--- src/rtl/instr_fetch_unit_if.sv ---
// -----------------------------------------------------------------------------
// instr_fetch_unit_if
//   Bundles the instruction-memory handshake and the decoder/datapath-facing
//   signals of the fetch stage.
//
//   master : the fetch unit (drives imem_req/imem_addr and the instr outputs)
//   slave  : memory + decoder/datapath side
//
//   Signals:
//     imem_req, imem_addr        fetch request / byte address (addr = pc)
//     imem_ack, imem_rdata       acknowledge, data valid in the same cycle
//     instr, opcode, instr_valid captured word, its [31:26], occupancy flag
//     instr_ready                datapath retires instr this cycle
//     branch, zero, jump         retirement outcome for the current instr
//     imm_sext                   sign-extended instr[15:0]
//     pc                         address of instr / current fetch
//     fetch_err                  sticky timeout flag (IMEM_TIMEOUT_EN only)
// -----------------------------------------------------------------------------
interface instr_fetch_unit_if;
  logic        imem_req;
  logic [31:0] imem_addr;
  logic        imem_ack;
  logic [31:0] imem_rdata;
  logic [31:0] instr;
  logic [5:0]  opcode;
  logic        instr_valid;
  logic        instr_ready;
  logic        branch;
  logic        zero;
  logic        jump;
  logic [31:0] imm_sext;
  logic [31:0] pc;
`ifdef IMEM_TIMEOUT_EN
  logic        fetch_err;

  modport master (
    output imem_req, imem_addr, instr, opcode, instr_valid, pc, fetch_err,
    input  imem_ack, imem_rdata, instr_ready, branch, zero, jump, imm_sext
  );
  modport slave (
    input  imem_req, imem_addr, instr, opcode, instr_valid, pc, fetch_err,
    output imem_ack, imem_rdata, instr_ready, branch, zero, jump, imm_sext
  );
`else
  modport master (
    output imem_req, imem_addr, instr, opcode, instr_valid, pc,
    input  imem_ack, imem_rdata, instr_ready, branch, zero, jump, imm_sext
  );
  modport slave (
    input  imem_req, imem_addr, instr, opcode, instr_valid, pc,
    output imem_ack, imem_rdata, instr_ready, branch, zero, jump, imm_sext
  );
`endif
endinterface

--- src/rtl/instr_fetch_unit.sv ---
// -----------------------------------------------------------------------------
// instr_fetch_unit
//   Fetch stage in front of the control decoder. Holds the PC, runs a
//   req/ack handshake to instruction memory, presents the fetched word until
//   the datapath retires it, then computes the next PC (sequential, BEQ
//   target or J target; jump has priority over branch).
//
//   Optional feature macro: IMEM_TIMEOUT_EN
//     Adds an 8-bit wait counter, an ERR state and the sticky fetch_err output.
//     Without it FETCH waits for imem_ack indefinitely.
//
//   Ports:
//     clk    rising-edge clock
//     rst_n  asynchronous active-low reset
//     bus    instr_fetch_unit_if.master (memory handshake + decoder signals)
//
//   Parameters:
//     RESET_PC        PC loaded on reset (word aligned)
//     TIMEOUT_CYCLES  ack wait limit, 2..255 (IMEM_TIMEOUT_EN only)
// -----------------------------------------------------------------------------
module instr_fetch_unit #(
  parameter logic [31:0] RESET_PC       = 32'h0000_0000,
  parameter int          TIMEOUT_CYCLES = 16
) (
  input  logic              clk,
  input  logic              rst_n,
  instr_fetch_unit_if.master bus
);

  localparam logic [1:0] S_IDLE  = 2'd0;
  localparam logic [1:0] S_FETCH = 2'd1;
  localparam logic [1:0] S_HOLD  = 2'd2;
`ifdef IMEM_TIMEOUT_EN
  localparam logic [1:0] S_ERR   = 2'd3;
  localparam logic [7:0] CNT_LIMIT = 8'(TIMEOUT_CYCLES - 1);
`endif

  // Low bits are dropped so pc[1:0] is zero even for a misconfigured value.
  localparam logic [31:0] RESET_PC_ALIGNED = RESET_PC & ~32'd3;

  // Elaboration-time sanity check of the configuration.
  if (TIMEOUT_CYCLES < 2 || TIMEOUT_CYCLES > 255) begin : g_bad_timeout
    $error("instr_fetch_unit: TIMEOUT_CYCLES out of range 2..255");
  end

  logic [1:0]  state_q, state_d;
  logic [31:0] pc_q, pc_d;
  logic [31:0] instr_q, instr_d;
  logic        instr_valid_q, instr_valid_d;
  logic        imem_req_q, imem_req_d;
`ifdef IMEM_TIMEOUT_EN
  logic [7:0]  cnt_q, cnt_d;
  logic        fetch_err_q, fetch_err_d;
`endif

  logic [31:0] pc_plus4;
  logic [31:0] jump_target;
  logic [31:0] branch_target;
  logic [31:0] next_pc;

  // Next-PC arithmetic; all additions wrap modulo 2^32.
  always_comb begin
    pc_plus4      = pc_q + 32'd4;
    jump_target   = {pc_plus4[31:28], instr_q[25:0], 2'b00};
    branch_target = pc_plus4 + (bus.imm_sext << 2);
    if (bus.jump) begin
      next_pc = jump_target;
    end else if (bus.branch && bus.zero) begin
      next_pc = branch_target;
    end else begin
      next_pc = pc_plus4;
    end
    next_pc = next_pc & ~32'd3;
  end

  always_comb begin
    state_d       = state_q;
    pc_d          = pc_q;
    instr_d       = instr_q;
    instr_valid_d = instr_valid_q;
    imem_req_d    = imem_req_q;
`ifdef IMEM_TIMEOUT_EN
    cnt_d         = cnt_q;
    fetch_err_d   = fetch_err_q;
`endif
    case (state_q)
      S_IDLE: begin
        state_d    = S_FETCH;
        imem_req_d = 1'b1;
`ifdef IMEM_TIMEOUT_EN
        cnt_d      = 8'd0;
`endif
      end
      S_FETCH: begin
        // An ack on the limit cycle takes precedence over the timeout.
        if (bus.imem_ack) begin
          instr_d       = bus.imem_rdata;
          instr_valid_d = 1'b1;
          imem_req_d    = 1'b0;
          state_d       = S_HOLD;
        end
`ifdef IMEM_TIMEOUT_EN
        else if (cnt_q == CNT_LIMIT) begin
          state_d     = S_ERR;
          fetch_err_d = 1'b1;
          imem_req_d  = 1'b0;
        end else begin
          cnt_d = cnt_q + 8'd1;
        end
`endif
      end
      S_HOLD: begin
        if (bus.instr_ready) begin
          pc_d          = next_pc;
          instr_valid_d = 1'b0;
          imem_req_d    = 1'b1;
          state_d       = S_FETCH;
`ifdef IMEM_TIMEOUT_EN
          cnt_d         = 8'd0;
`endif
        end
      end
`ifdef IMEM_TIMEOUT_EN
      S_ERR: begin
        // Terminal until reset.
        imem_req_d    = 1'b0;
        instr_valid_d = 1'b0;
        fetch_err_d   = 1'b1;
      end
`endif
      default: begin
        state_d       = S_IDLE;
        imem_req_d    = 1'b0;
        instr_valid_d = 1'b0;
      end
    endcase
  end

  always_ff @(posedge clk or negedge rst_n) begin
    if (!rst_n) begin
      state_q       <= S_IDLE;
      pc_q          <= RESET_PC_ALIGNED;
      instr_q       <= 32'd0;
      instr_valid_q <= 1'b0;
      imem_req_q    <= 1'b0;
`ifdef IMEM_TIMEOUT_EN
      cnt_q         <= 8'd0;
      fetch_err_q   <= 1'b0;
`endif
    end else begin
      state_q       <= state_d;
      pc_q          <= pc_d;
      instr_q       <= instr_d;
      instr_valid_q <= instr_valid_d;
      imem_req_q    <= imem_req_d;
`ifdef IMEM_TIMEOUT_EN
      cnt_q         <= cnt_d;
      fetch_err_q   <= fetch_err_d;
`endif
    end
  end

  assign bus.imem_req    = imem_req_q;
  assign bus.imem_addr   = pc_q;
  assign bus.pc          = pc_q;
  assign bus.instr       = instr_q;
  assign bus.opcode      = instr_q[31:26];
  assign bus.instr_valid = instr_valid_q;
`ifdef IMEM_TIMEOUT_EN
  assign bus.fetch_err   = fetch_err_q;
`endif

endmodule

--- src/flat_wrapper.sv ---
// flat-port wrapper written by rule: the top's interface ports become plain ports
module instr_fetch_unit_flat 
#(
  parameter logic [31:0] RESET_PC       = 32'h0000_0000,
  parameter int          TIMEOUT_CYCLES = 16
)
  (clk, rst_n, bus_imem_req, bus_imem_addr, bus_instr, bus_opcode, bus_instr_valid, bus_pc, bus_imem_ack, bus_imem_rdata, bus_instr_ready, bus_branch, bus_zero, bus_jump, bus_imm_sext);
  instr_fetch_unit_if bus_i ();
  input  logic clk;
  input  logic rst_n;
  output wire logic [$bits(bus_i.imem_req)-1:0] bus_imem_req;
  output wire logic [$bits(bus_i.imem_addr)-1:0] bus_imem_addr;
  output wire logic [$bits(bus_i.instr)-1:0] bus_instr;
  output wire logic [$bits(bus_i.opcode)-1:0] bus_opcode;
  output wire logic [$bits(bus_i.instr_valid)-1:0] bus_instr_valid;
  output wire logic [$bits(bus_i.pc)-1:0] bus_pc;
  input wire logic [$bits(bus_i.imem_ack)-1:0] bus_imem_ack;
  input wire logic [$bits(bus_i.imem_rdata)-1:0] bus_imem_rdata;
  input wire logic [$bits(bus_i.instr_ready)-1:0] bus_instr_ready;
  input wire logic [$bits(bus_i.branch)-1:0] bus_branch;
  input wire logic [$bits(bus_i.zero)-1:0] bus_zero;
  input wire logic [$bits(bus_i.jump)-1:0] bus_jump;
  input wire logic [$bits(bus_i.imm_sext)-1:0] bus_imm_sext;
  assign bus_imem_req = bus_i.imem_req;
  assign bus_imem_addr = bus_i.imem_addr;
  assign bus_instr = bus_i.instr;
  assign bus_opcode = bus_i.opcode;
  assign bus_instr_valid = bus_i.instr_valid;
  assign bus_pc = bus_i.pc;
  assign bus_i.imem_ack = bus_imem_ack;
  assign bus_i.imem_rdata = bus_imem_rdata;
  assign bus_i.instr_ready = bus_instr_ready;
  assign bus_i.branch = bus_branch;
  assign bus_i.zero = bus_zero;
  assign bus_i.jump = bus_jump;
  assign bus_i.imm_sext = bus_imm_sext;
  instr_fetch_unit #(.RESET_PC(RESET_PC), .TIMEOUT_CYCLES(TIMEOUT_CYCLES)) u_core (.clk(clk), .rst_n(rst_n), .bus(bus_i));
endmodule
--- config.mk ---
export PLATFORM = sky130hd
export DESIGN_NAME = instr_fetch_unit_flat
export DESIGN_NICKNAME = d
export VERILOG_FILES = /design/src/rtl/instr_fetch_unit_if.sv /design/src/rtl/instr_fetch_unit.sv /design/src/flat_wrapper.sv
export SDC_FILE = /design/constraint.sdc
export NUM_CORES = 1
export LEC_CHECK = 0
export CAP_MARGIN = 20
export CORE_MARGIN = 3
export CORE_UTILIZATION = 48
export DETAILED_ROUTE_END_ITERATION = 10
export PLACE_DENSITY = 0.83
export SYNTH_ARGS = -nofsm -noshare
export SYNTH_HDL_FRONTEND = slang
export SYNTH_SLANG_ARGS = --single-unit
--- constraint.sdc ---
create_clock -name clk -period 4.6 [get_ports clk]
set_clock_uncertainty 0.15 [all_clocks]
set_input_delay 0.46 -clock clk [delete_from_list [all_inputs] [get_ports clk]]
set_output_delay 0.46 -clock clk [all_outputs]
set_load 0.005 [all_outputs]
==> metrics.txt <==
crit path max fanout 8; share of flip-flops with an asynchronous set or reset 100.0%; drt first pass iters 5; Max Clock Freq 0.2289 GHz; Via-to-Cell Ratio 5.941; Post-CTS Setup Repair Bufs 0; Final TNS setup 0 ns; CTS clock-pin slew for the worst setup and hold paths 0.06 ns; status completed; setup repair after global routing missed its margin no; die area 12620 sq um; main combinational cell family by area after synthesis compound AO/OA/AOI/OAI gates; Synth Instances 628; fin area 7307 sq um; Final setup viols 0; I/O pins 175; Max-Cap Viols 0; Detailed Route Iter0 Violations 418; hold_buf cts 0; synth unique cells 59; Final Hold Fails 0; routability cong. 0.8801; Slew Limit Fails 0; antenna-violating nets left 0; CP startpoint kind flop; Synth Warn # 0; internal power 2871 uW; PnR worst setup slack 0.2306 ns; final wirelength 16670 microns; # DRC 0; port bufs 168; Vias 5365; WL/cell 18.46 microns; Register Area 1627 sq um; CTS H-tree lvls 3; Starting Density 49.62%; multi-input logic area 3386 sq um; DIE HEIGHT 112.3 microns; Lkg Pwr 0.003071 uW; CTS Buffer Depth 2; Hold Crit Class in -> async; CTS buffer count 9; compound-cell area share of the yosys netlist 19.69%; Fillers 870; Cell Area, Synth 5426 sq um; combinational share of power 60.5%; Yosys reg bits 65; switching share of power 41.01%; clk sinks 65; XOR/XNOR share of the synthesized area 7.747%; Synth Area in Adders 8.900%; Req. time, crit path 4.69 ns; worst vdd ir 0.3453 mV; vias in the first global route 5481; gr ovfl total 0; largest net degree at the start of global routing 49; Tmin final 4.369 ns; Max-slew headroom 41.15%; cts repair resizes 0; Tcrit/Tclk final 94.99%; area grow syn2layout 34.66%; Seq/Total Area, Yosys 29.97%; share of power burned in registers 25.3%; number of flops mapped to enable cells by yosys 0; Slew @ Worst Pin 0.8828 ns; HPWL Detailed 12700 microns; Core Box Area 10940 sq um; antenna violations before repair 0; clock tree root buffer cell clkbuf_16; row count 38; Net Switching 1996 uW; fraction of layout cells with a size suffix above 1 10.22%; post-place setup slack 0.2964 ns; GRT Util Overall 26.50%; ys flop type dfrtp_1; mux cell area share after synthesis 7.955%; layout net count 867; data arrival time of the critical path 4.46 ns; WS Path Type reg -> reg; placed cell area 6990 sq um; global-route wire length before repair 27540 microns; power density over the cells 666.1 nW/um^2; clock power share 14.1%; Ant. Diodes 0; Clock Latency Late Sink 0.33 ns; die span in x 112.3 microns; kind of end point of the critical path flop; synthesized-area fraction occupied by and/or/nand/nor cells 17.36%; CTS tree built; Avg Cell Area, Syn 8.641 sq um
## cell usage after synthesis (11+ instances only)
master    count  area share (%)
nand4_1      13             1.5
nand2_1      65             4.5
nor2_1       44             3.0
nor3_1       14             1.3
o21ai_0      38             3.5
mux2_2       33             6.8
nand3_1      16             1.5
inv_1        17             1.2
and3_1       11             1.3
xnor2_1      31             5.0
a21o_1       12             1.7
xor2_1       17             2.7
buf_4        40             5.5
dfrtp_1      65              30
a21oi_1      46             4.2
clkbuf_1     19             1.3
ha_1         37             8.5
## routing by layer
layer,vias to the layer above,GRT usage [%],part of all wire [%]
li1,2490,-,-
met3,29,5.660,9.0
met2,264,45.45,49
met4,0,7.532,1.8
met5,-,0,0
met1,2582,33.84,40
## flip-flops by register name (all words and copies together) (netlist names)
register / count
u_core.state_q: 2
u_core.bus.imem_addr: 30
u_core.bus.instr: 32
u_core.bus.instr_valid: 1
## cells by family (layout without fill, tap and decap cells)
| kind of cell | Yosys count | in the layout |
|---|---|---|
| other | 1 | 4 |
| adders and majority gates | 38 | 38 |
| and+or+nand+nor | 194 | 194 |
| xor gates and xnor gates | 48 | 48 |
| buffers and inverters | 80 | 212 |
| DFF | 65 | 65 |
| AOI/OAI and AO/OA | 163 | 163 |
| muxes | 39 | 39 |
## per-stage QoR
stage                     power, uW  std cells  utilization, %  hold WS (ns)
after floorplan                2924        631               -       0.01441
after global placement         4031        887           63.92        0.3292
after detailed placement       4124        887           63.92        0.3510
after CTS                      4845        903           66.64       0.06582
after global routing           5223        903           66.82       0.09436
final                          4867        903           66.82       0.04474
## cell type report
cell class	count	share of cell area [%]
Clock inverter	7	0.9760
Tap cell	140	2.397
Clock buffer	9	3.082
Inverter	17	0.8733
Multi-Input combinational cell	486	46.34
Timing Repair Buffer	179	24.08
Sequential cell	65	22.26
## path summary, 6_finish.rpt
check / from / to / slack, ns / cells past startpoint
max reg2reg: u_core.bus.imem_addr[12]$_DFFE_PN0P_ / u_core.bus.imem_addr[31]$_DFFE_PN0P_ / 0.23 / 16
max: u_core.bus.imem_addr[12]$_DFFE_PN0P_ / u_core.bus.imem_addr[31]$_DFFE_PN0P_ / 0.23 / 16
min: rst_n / u_core.bus.imem_addr[29]$_DFFE_PN0P_ / 0.04 / 1
min reg2reg: u_core.state_q[1]$_DFFE_PN0P_ / u_core.state_q[0]$_DFFE_PN0P_ / 0.36 / 1
min in group clk: u_core.state_q[1]$_DFFE_PN0P_ / u_core.state_q[0]$_DFFE_PN0P_ / 0.36 / 1
max in group asynchronous: rst_n / u_core.bus.imem_addr[2]$_DFFE_PN0P_ / 3.31 / 2
## worst max-delay path: stages (launching register included)
cell and delay, ns:
dfrtp_1 0.47, and4_1 0.30, nand4_1 0.20, or2_2 0.42, nor3_4 0.29, nand4_1 0.23
xnor2_1 0.19, ha_1 0.42, nand2_1 0.11, nor2_1 0.21, nand4_1 0.22, nor3_1 0.18
a31oi_1 0.12, mux2_2 0.30, nand3_1 0.09, mux2i_1 0.24, xnor2_1 0.15
## placed cells by master (no fill, tap or decap), types with 7 or more instances in the layout
cell             Yosys  routed
clkdlybuf4s50_1      0     167
nand2_1             65      65
dfrtp_1             65      65
a21oi_1             46      46
nor2_1              44      44
o21ai_0             38      38
ha_1                37      37
mux2_2              33      33
xnor2_1             31      31
inv_1               17      17
xor2_1              17      17
nand3_1             16      15
nor3_1              14      14
nand4_1             13      13
a21o_1              12      12
buf_4               40      11
and3_1              11      10
clkbuf_16            0       9
a211oi_1             8       8
o21bai_1             7       7
a31oi_1              7       7
## power by group through the flow
stage | logic (uW) | registers, uW | clock network (uW)
2_1_floorplan | 1770 | 1150 | 0
3_3_place_gp | 2810 | 1220 | 0
3_5_place_dp | 2890 | 1230 | 0
4_1_cts | 2920 | 1230 | 693
5_1_grt | 3220 | 1280 | 723
6_report | 2950 | 1230 | 689
Power figures use the tool's default switching activity.
